## src/rtl/spi_arb_pkg.sv

```systemverilog
// Shared types and constants for the SPI command arbiter.
// This package holds the FSM state encoding, the default widths and the timeout counter sizing.
package spi_arb_pkg;

    typedef enum logic [1:0] {
        IDLE   = 2'd0,
        LAUNCH = 2'd1,
        ACTIVE = 2'd2,
        DONE   = 2'd3
    } arb_state_e;

    localparam int DATA_W_DEF  = 11;
    localparam int TMO_CYC_DEF = 1023;

    // Returns the number of bits needed to hold a count of cyc. The result is never less than one.
    function automatic int tmo_width(input int cyc);
        return (cyc < 2) ? 1 : $clog2(cyc + 1);
    endfunction

    localparam int TMO_W_DEF = tmo_width(TMO_CYC_DEF);

endpackage

```

## src/rtl/spi_rr_pick.sv

```systemverilog
// Combinational round-robin picker.
// Returns the first requester after ptr, wrapping around the ring.
module spi_rr_pick #(
    parameter int NUM_REQ = 4,
    parameter int IW      = $clog2(NUM_REQ)
) (
    input  logic [NUM_REQ-1:0] req,
    input  logic [IW-1:0]      ptr,
    output logic [IW-1:0]      idx,
    output logic               valid
);

    logic [IW-1:0] cand_s;

    // Search starts at ptr+1, so the last winner has the lowest priority.
    always_comb begin
        idx    = '0;
        valid  = 1'b0;
        cand_s = '0;
        for (int k = 1; k <= NUM_REQ; k++) begin
            cand_s = IW'((int'(ptr) + k) % NUM_REQ);
            if (!valid && req[cand_s]) begin
                valid = 1'b1;
                idx   = cand_s;
            end else begin
                valid = valid;
            end
        end
    end

endmodule

```

## src/rtl/spi_cmd_arbiter.sv

```systemverilog
// Round-robin arbiter that shares one SPI_Master between several command sources.
// It launches each transaction through new_d/d_in and tracks completion through the master's cs.
module spi_cmd_arbiter
    import spi_arb_pkg::*;
#(
    parameter int NUM_REQ     = 4,
    parameter int DATA_W      = DATA_W_DEF,
    parameter int TIMEOUT_CYC = TMO_CYC_DEF
) (
    input  logic                       clk,
    input  logic                       rst,
    input  logic [NUM_REQ-1:0]         req,
    input  logic [NUM_REQ*DATA_W-1:0]  req_data,
    output logic [NUM_REQ-1:0]         ack,
    output logic                       err,
    output logic                       busy,
    output logic [$clog2(NUM_REQ)-1:0] gnt_id,
    output logic                       new_d,
    output logic [DATA_W-1:0]          d_in,
    input  logic                       cs_in
);

    localparam int               IW       = $clog2(NUM_REQ);
    localparam int               CNT_W    = tmo_width(TIMEOUT_CYC);
    localparam logic [CNT_W-1:0] TMO_LAST = CNT_W'(TIMEOUT_CYC - 1);

    arb_state_e         state_r, state_nx;
    logic               cs_meta_r, cs_s;
    logic [IW-1:0]      ptr_r, ptr_nx;
    logic [CNT_W-1:0]   tmo_r, tmo_nx;
    logic [IW-1:0]      pick_idx_s;
    logic               pick_valid_s;
    logic               timeout_s;
    logic               new_d_nx, err_nx, busy_nx;
    logic [NUM_REQ-1:0] ack_nx;
    logic [DATA_W-1:0]  d_in_nx;
    logic [IW-1:0]      gnt_nx;

    spi_rr_pick #(
        .NUM_REQ (NUM_REQ),
        .IW      (IW)
    ) u_pick (
        .req   (req),
        .ptr   (ptr_r),
        .idx   (pick_idx_s),
        .valid (pick_valid_s)
    );

    // This is a two-flop synchroniser for the master's chip select, which runs off sclk. Its idle value is high.
    always_ff @(posedge clk or posedge rst) begin
        if (rst) begin
            cs_meta_r <= 1'b1;
            cs_s      <= 1'b1;
        end else begin
            cs_meta_r <= cs_in;
            cs_s      <= cs_meta_r;
        end
    end

    // The counter value is TMO_LAST in the TIMEOUT_CYC-th cycle spent in LAUNCH or ACTIVE.
    assign timeout_s = (tmo_r == TMO_LAST);

    // This block computes the next state and the next values of all registered outputs.
    always_comb begin
        state_nx = state_r;
        ptr_nx   = ptr_r;
        tmo_nx   = tmo_r;
        new_d_nx = new_d;
        d_in_nx  = d_in;
        gnt_nx   = gnt_id;
        ack_nx   = '0;
        err_nx   = 1'b0;
        busy_nx  = busy;
        case (state_r)
            IDLE: begin
                if (pick_valid_s) begin
                    state_nx = LAUNCH;
                    gnt_nx   = pick_idx_s;
                    d_in_nx  = req_data[int'(pick_idx_s) * DATA_W +: DATA_W];
                    new_d_nx = 1'b1;
                    busy_nx  = 1'b1;
                    tmo_nx   = '0;
                end else begin
                    new_d_nx = 1'b0;
                    busy_nx  = 1'b0;
                end
            end
            LAUNCH: begin
                tmo_nx = tmo_r + CNT_W'(1);
                if (timeout_s) begin
                    state_nx       = DONE;
                    new_d_nx       = 1'b0;
                    ack_nx[gnt_id] = 1'b1;
                    err_nx         = 1'b1;
                end else if (!cs_s) begin
                    // Drop new_d once the master is running. Otherwise it would relaunch when it returns to idle.
                    state_nx = ACTIVE;
                    new_d_nx = 1'b0;
                end else begin
                    new_d_nx = 1'b1;
                end
            end
            ACTIVE: begin
                tmo_nx   = tmo_r + CNT_W'(1);
                new_d_nx = 1'b0;
                if (timeout_s) begin
                    state_nx       = DONE;
                    ack_nx[gnt_id] = 1'b1;
                    err_nx         = 1'b1;
                end else if (cs_s) begin
                    state_nx       = DONE;
                    ack_nx[gnt_id] = 1'b1;
                end else begin
                    state_nx = ACTIVE;
                end
            end
            DONE: begin
                state_nx = IDLE;
                ptr_nx   = gnt_id;
                new_d_nx = 1'b0;
                busy_nx  = 1'b0;
            end
            default: begin
                state_nx = IDLE;
                new_d_nx = 1'b0;
                busy_nx  = 1'b0;
            end
        endcase
    end

    // This block holds the FSM state, the round-robin pointer, the timeout counter and the registered outputs.
    always_ff @(posedge clk or posedge rst) begin
        if (rst) begin
            state_r <= IDLE;
            ptr_r   <= IW'(NUM_REQ - 1);
            tmo_r   <= '0;
            new_d   <= 1'b0;
            d_in    <= '0;
            ack     <= '0;
            err     <= 1'b0;
            busy    <= 1'b0;
            gnt_id  <= '0;
        end else begin
            state_r <= state_nx;
            ptr_r   <= ptr_nx;
            tmo_r   <= tmo_nx;
            new_d   <= new_d_nx;
            d_in    <= d_in_nx;
            ack     <= ack_nx;
            err     <= err_nx;
            busy    <= busy_nx;
            gnt_id  <= gnt_nx;
        end
    end

endmodule

```

## config.mk

```make
export PLATFORM = sky130hd
export DESIGN_NAME = spi_cmd_arbiter
export DESIGN_NICKNAME = d
export VERILOG_FILES = /design/src/rtl/spi_arb_pkg.sv /design/src/rtl/spi_rr_pick.sv /design/src/rtl/spi_cmd_arbiter.sv
export SDC_FILE = /design/constraint.sdc
export NUM_CORES = 1
export LEC_CHECK = 0
export ABC_AREA = 1
export CAP_MARGIN = 10
export CORE_ASPECT_RATIO = 0.9
export CORE_MARGIN = 2
export CORE_UTILIZATION = 35
export DETAILED_ROUTE_END_ITERATION = 16
export GPL_ROUTABILITY_DRIVEN = 0
export MAX_ROUTING_LAYER = met4
export PLACE_DENSITY = 0.67
export SLEW_MARGIN = 20
export SYNTH_ARGS = -nofsm -noshare
export SYNTH_HDL_FRONTEND = slang
export SYNTH_HIERARCHICAL = 1
export SYNTH_SLANG_ARGS = --single-unit
```

## constraint.sdc

```tcl
create_clock -name clk -period 3.69 [get_ports clk]
set_input_delay 0.5535 -clock clk [delete_from_list [all_inputs] [get_ports clk]]
set_output_delay 0.5535 -clock clk [all_outputs]
set_load 0.02 [all_outputs]
```

Word-level counts from Yosys, hierarchy flattened
Cells that the tools add are included.
{ "word_totals": {"ff_bits": 36, "latchBits": 0, "mem_bits_rw": 0, "mem_bits_ro": 0, "output_inout_bits": 20, "word_cells": 82, "n_memories": 0} }
{ "classes": {"n_addsub": 5, "n_mul": 1, "div": 0, "order_cmp": 6, "n_eq_ne": 6, "shifts": 1, "n_mux": 37, "bitwise": 0, "reduce_logical": 15} }
{ "ops": {"columns": ["op", "n"], "rows": [
  ["44-bit by 7-bit variable part select with 11-bit output", 1],
  ["10-bit case mux with 2 select lines", 1],
  ["1-bit 2-to-1 mux", 16],
  ["2-bit by 3-bit < comparator with 1-bit output, second input constant", 5],
  ["2-bit 2-to-1 mux", 7],
  ["4-bit 2-to-1 mux", 3],
  ["10-bit by 1-bit adder with 10-bit output, second input constant", 1],
  ["10-bit == test, second input constant", 1],
  ["10-bit 2-to-1 mux", 1],
  ["1-bit binary-select mux with 2-bit select", 4],
  ["2-bit case mux with 4 select lines", 1],
  ["4-bit case mux with 2 select lines", 1],
  ["2-bit by 4-bit multiplier with 6-bit output, second input constant", 1],
  ["2-bit AND reduction", 3],
  ["2-bit by 1-bit adder with 2-bit output, second input constant", 2],
  ["2-bit adder, second input constant", 2],
  ["2-bit == test, second input constant", 2],
  ["1-bit logical AND", 4],
  ["2-bit nonzero test", 2],
  ["2-bit OR reduction", 2],
  ["1-bit logical NOT", 3],
  ["3-bit != test, second input constant", 1],
  ["1-bit case mux with 3 select lines", 1],
  ["1-bit demux with 2-bit select", 1],
  ["5 further kinds", 5]
]} }

Longest topological paths before layout
{ "logic_depth": {"ltp_word": 15, "mapped_depth": 13, "depth_no_buf": 13} }

By module
Netlist, hierarchy kept.
{ "modules_own_cells": {"columns": ["module", "n_inst", "cells_each", "area_per_inst_um2"], "rows": [
  ["spi_cmd_arbiter", 1, 254, 1961.9],
  ["spi_rr_pick", 1, 52, 271.5]
]} }

Least setup slack after synthesis
OpenSTA, ideal clock, no wires.
{ "synth_path": {"kind": "reg-to-reg", "from": "register ptr_r[0]", "to": "register d_in[0]", "setup_time_ns": 0.082, "arrival_ns": 1.870, "required_time_ns": 3.608, "path_slack_ns": 1.738, "path_stages_with_launch": 13, "n_path_buf": 2, "path_cell_list": "dfstp_2 > buf_4 > nand2_1 > nand2_1 > nand2_4 > nand2_4 > nor2_1 > a21oi_1 > nand3_1 > inv_1 > clkbuf_1 > o21ai_0 > a31oi_1"} }
{ "synth_via": {"elab_chain_len": 15, "word_cells_on_any_way": 29} }
{ "synth_lines": {"columns": ["item", "line", "rtl"], "rows": [
  ["start: declaration", "spi_cmd_arbiter.sv:29", "logic [IW-1:0] ptr_r, ptr_nx;"],
  ["start signal: assignment", "spi_cmd_arbiter.sv:135", "ptr_r <= IW'(NUM_REQ - 1);"],
  ["start signal: assignment", "spi_cmd_arbiter.sv:145", "ptr_r <= ptr_nx;"],
  ["2-bit by 1-bit adder with 2-bit output", "spi_rr_pick.sv:21", "cand_s = IW'((int'(ptr) + k) % NUM_REQ);"],
  ["1-bit binary-select mux with 2-bit select", "spi_rr_pick.sv:22", "if (!valid && req[cand_s]) begin"],
  ["1-bit 2-to-1 mux (not written as such)", "spi_rr_pick.sv:22", null],
  ["1-bit 2-to-1 mux", "spi_rr_pick.sv:22", null],
  ["1-bit logical NOT", "spi_rr_pick.sv:22", null],
  ["1-bit logical AND", "spi_rr_pick.sv:22", null],
  ["1-bit 2-to-1 mux", "spi_rr_pick.sv:22", null],
  ["1-bit logical NOT", "spi_rr_pick.sv:22", null],
  ["1-bit logical AND", "spi_rr_pick.sv:22", null],
  ["1-bit 2-to-1 mux", "spi_rr_pick.sv:22", null],
  ["1-bit logical NOT", "spi_rr_pick.sv:22", null],
  ["1-bit logical AND", "spi_rr_pick.sv:22", null],
  ["2-bit 2-to-1 mux *", "spi_rr_pick.sv:22", null],
  ["net pick_idx_s[0]", "spi_cmd_arbiter.sv:31", "logic [IW-1:0] pick_idx_s;"],
  ["2-bit by 4-bit multiplier with 6-bit output *", "spi_cmd_arbiter.sv:79", "d_in_nx = req_data[int'(pick_idx_s) * DATA_W +: DATA_W];"],
  ["44-bit by 7-bit variable part select with 11-bit output *", "spi_cmd_arbiter.sv:79", null],
  ["end signal: assignment", "spi_cmd_arbiter.sv:148", "d_in <= d_in_nx;"],
  ["end: declaration", "spi_cmd_arbiter.sv:19", "output logic [DATA_W-1:0] d_in,"]
]} }
Mark *: on every way through the listed nets, which the timed path passes. The rest lies on a longest branch. The select of a mux whose other input is x is not followed.
A chain may end at the register's enable or synchronous reset.

Worst setup path after layout
{ "layout_path": {"from": "register ptr_r[0]", "to": "register d_in[7]"} }
The elaborated chain is that of the path after synthesis.

==> results by group <==
Global routing
  • First-pass GRT wire length: about 8900 um
  • Vias in the first global route: around 2.0k
  • Initial antenna violation count: 0
  • Largest net degree at the start of global routing: 37
  • Final global-route overflow total: 0
  • Global Route Usage Sum: 0.165

Floorplan
  • Core area: 6150 sq um
  • Initial Util: 0.363
  • Die width: 88.2 um
  • I/O pin cnt: between 70 and 80
  • Die Y: 79.8 um
  • # rows: 27
  • Area of the die: 7040 sq um

Setup path
  • R2r endpoint: d_in[7]
  • Slowest stage delay, CP: ~0.66 ns
  • Worst r2r src: ptr_r[0]
  • Cell mode on critical path: nand2_1
  • Max Fanout on Critical Path: 12
  • Crit path required time: 3.90 ns
  • Worst R2R Setup Slack: between 0.9 and 1 ns
  • Worst Setup Path Type: flop to flop
  • CP cell instances: inv_1, nand2_1, nand2_1, nand2_1, nand2_4, nor2_8, nand3_1, nand3_1, inv_1, nor2_1, o21ai_0, a31oi_1
  • CP Capture Type: flop
  • CP max-delay cell: dfstp_2
  • Reg2Reg Depth: 12
  • CP arrival: between 2 and 3 ns
  • Type of origin of the critical path: flop

Drt
  • DR pass1 iterations: 4
  • Post-route DRC: 0
  • Via count: ~2.2k
  • Detailed Route Iter0 Violations: approximately 80
  • DR vias/cell: about 4.7
  • Post-DRT Antenna Nets: 0
  • Avg WL per Cell: approximately 11 um
  • Final wirelength: ~5300 um

Logic synthesis
  • Synthesized area per cell: 7.30 sq um
  • Asr flop ratio synth: 1.00
  • Synth Register Bits: 36
  • Mapped cell area: about 2200 sq um
  • Most frequent cell after synthesis: nor2_1
  • Number of distinct library cells after synthesis: 30
  • Ys Warns: 6
  • Post-synth top area cell: dfrtp_1
  • Post-synth top flop: dfrtp_1
  • Top cells by area, synth: dfrtp_1, nor2_1, nand2_1
  • Syn Inst Count: between 300 and 400
  • Most common library cells after synthesis: nor2_1, nand2_1, dfrtp_1, o21ai_0, inv_1
  • Register area share after synthesis: 0.406
  • EDFF count, synth: 0
  • Yosys top cell area share: 0.359
  • Post-Syn Nets: around 360

Min path
  • Cells on Worst Hold Path: 0
  • Min-delay src: cs_meta_r
  • Hold endpoint: cs_s
  • Hold WC Path Type: flop to flop

STA
  • Peak Freq: between 300 and 400 MHz
  • Final Hold Vio Count: 0
  • Fin Hold WS: around 0.36 ns
  • Worst setup margin: between 0.9 and 1 ns
  • RSZ-0062 raised after global routing: no
  • Setup TNS: 0 ns
  • Max-slew headroom: 0.600
  • Final min period: 2.70 ns
  • Final setup vio count: 0
  • Final Skew: between 0.003 and 0.004 ns
  • Final slew viol count: 0
  • Slew @ Worst Pin: 0.599 ns
  • Fin crit share: 0.731

Place
  • Setup slack at placement: 0.841 ns
  • Port-buffer cells: 70
  • Cell Count Post-Placement: between 400 and 500
  • Hpwl dp: 4050 um

Clocking
  • CTS tree: built
  • Clk sink count: 36
  • CTS Root Cell: clkbuf_8
  • Setup Buffers After CTS: 0
  • Longest Clk Path Bufs: 2
  • Clock Pin Slew Worst Setup and Hold Paths: 0.07 ns
  • Post-cts hold buffer count: 0
  • Worst skew pair latency: 0.28 ns
  • H-Tree Depth: 2
  • CTS buffer count: 5
  • Cts repair resizes: 0

Power
  • Static Leak: 0.00138 uW
  • Worst vdd ir: around 0.35 mV
  • Pwr dens: about 860 nW/um^2

Finish
  • Area growth syn-to-layout: 38.9%
  • Post-route insts no fill: 463
  • Ant. Diodes: 0
  • Share of layout cells above drive strength 1: 0.0878
  • # nets final: roughly 430
  • # fillers: 611

Job
  • # Max-Cap Violations: 0

Status
  • Status: finished clean
worst max path at each step:
stage | from | slack [ns] | end
floorplan | ptr_r[0] | 1.74 | d_in[0]
global placement | req[3] | 0.90 | d_in[10]
detailed placement | req[3] | 0.84 | d_in[6]
CTS | ptr_r[0] | 1.0 | d_in[7]
global route | ptr_r[0] | 0.72 | d_in[6]
finish | ptr_r[0] | 0.99 | d_in[7]
routing by layer:
metal | vias up | part of all wire | global-route usage
li1 | 1133 | - | -
met1 | 963 | 0.49 | 0.226
met2 | 73 | 0.43 | 0.242
met3 | 6 | 0.063 | 0.0414
met4 | 0 | 0.013 | 0.0455
met5 | - | 0 | -
layout by cell type, fill, tap and decap left out:
cell type,netlist,routed
a21oi_1,6,6
a31oi_1,11,11
and3_2,1,1
buf_4,2,2
clkbuf_1,4,1
clkbuf_8,0,7
clkdlybuf4s50_1,0,70
dfrtp_1,32,32
dfstp_2,4,4
ha_1,6,6
inv_1,28,28
inv_2,2,2
inv_4,1,1
nand2_1,57,57
nand2_2,5,5
nand2_4,4,4
nand3_1,15,15
nand3_2,1,1
nand3_4,1,1
nand4_1,7,7
nor2_1,69,69
nor2_8,1,1
nor3_1,8,8
nor3b_1,1,1
o21a_1,1,1
o21ai_0,30,30
o21ai_1,1,1
o21ai_4,1,1
o21bai_2,2,2
or2_2,1,1
flip-flops by register name, summed over array words and instances, names as in the netlist:
register and flops:
ack 4, busy 1, cs_meta_r 1, cs_s 1
d_in 11, err 1, gnt_id 2, new_d 1
ptr_r 2, state_r 2, tmo_r 10
layout make-up:
| type | count | area (sq um) | share of cell area |
|---|---|---|---|
| multi-input combinational | 229 | 1150 | 0.372 |
| sequential | 36 | 906 | 0.292 |
| timing repair buffer | 72 | 716 | 0.231 |
| inverter | 31 | 119 | 0.0383 |
| tap | 87 | 109 | 0.0351 |
| clock buffer | 8 | 100 | 0.0323 |
stage by stage:
step | utilization | total power, uW | area, sq um
6_report | 0.504 | 2650 | 3100
5_1_grt | 0.504 | 2930 | 3100
4_1_cts | 0.504 | 2680 | 3100
3_5_place_dp | 0.488 | 2360 | 3000
3_3_place_gp | 0.488 | 2340 | 3000
2_1_floorplan | - | 1920 | 2230
report_power, final:
part           total, uW  internal, uW  switching, uW  leakage (uW)
Combinational       1670           625           1050      0.000888
Clock                308           170            138     0.0000515
Sequential           674           545            129      0.000440
critical path, delay by kind of cell, from the launching register on:
family / cells / cell delay (ns)
AO/OA/AOI/OAI: 2 / 0.27
buffers and inverters: 2 / 0.50
flip-flops: 1 / 0.66
AND/OR/NAND/NOR: 8 / 1.18
logic make-up (layout without fill, tap and decap cells):
group / after synthesis / after routing / synth area share
buffers and inverters: 41 / 111 / 0.0784
AND/OR/NAND/NOR: 171 / 171 / 0.348
adder cells (fa/ha/maj): 6 / 6 / 0.0336
flip-flops: 36 / 36 / 0.406
AO/OA/AOI/OAI: 52 / 52 / 0.134
(Power assumes the default switching activity.)
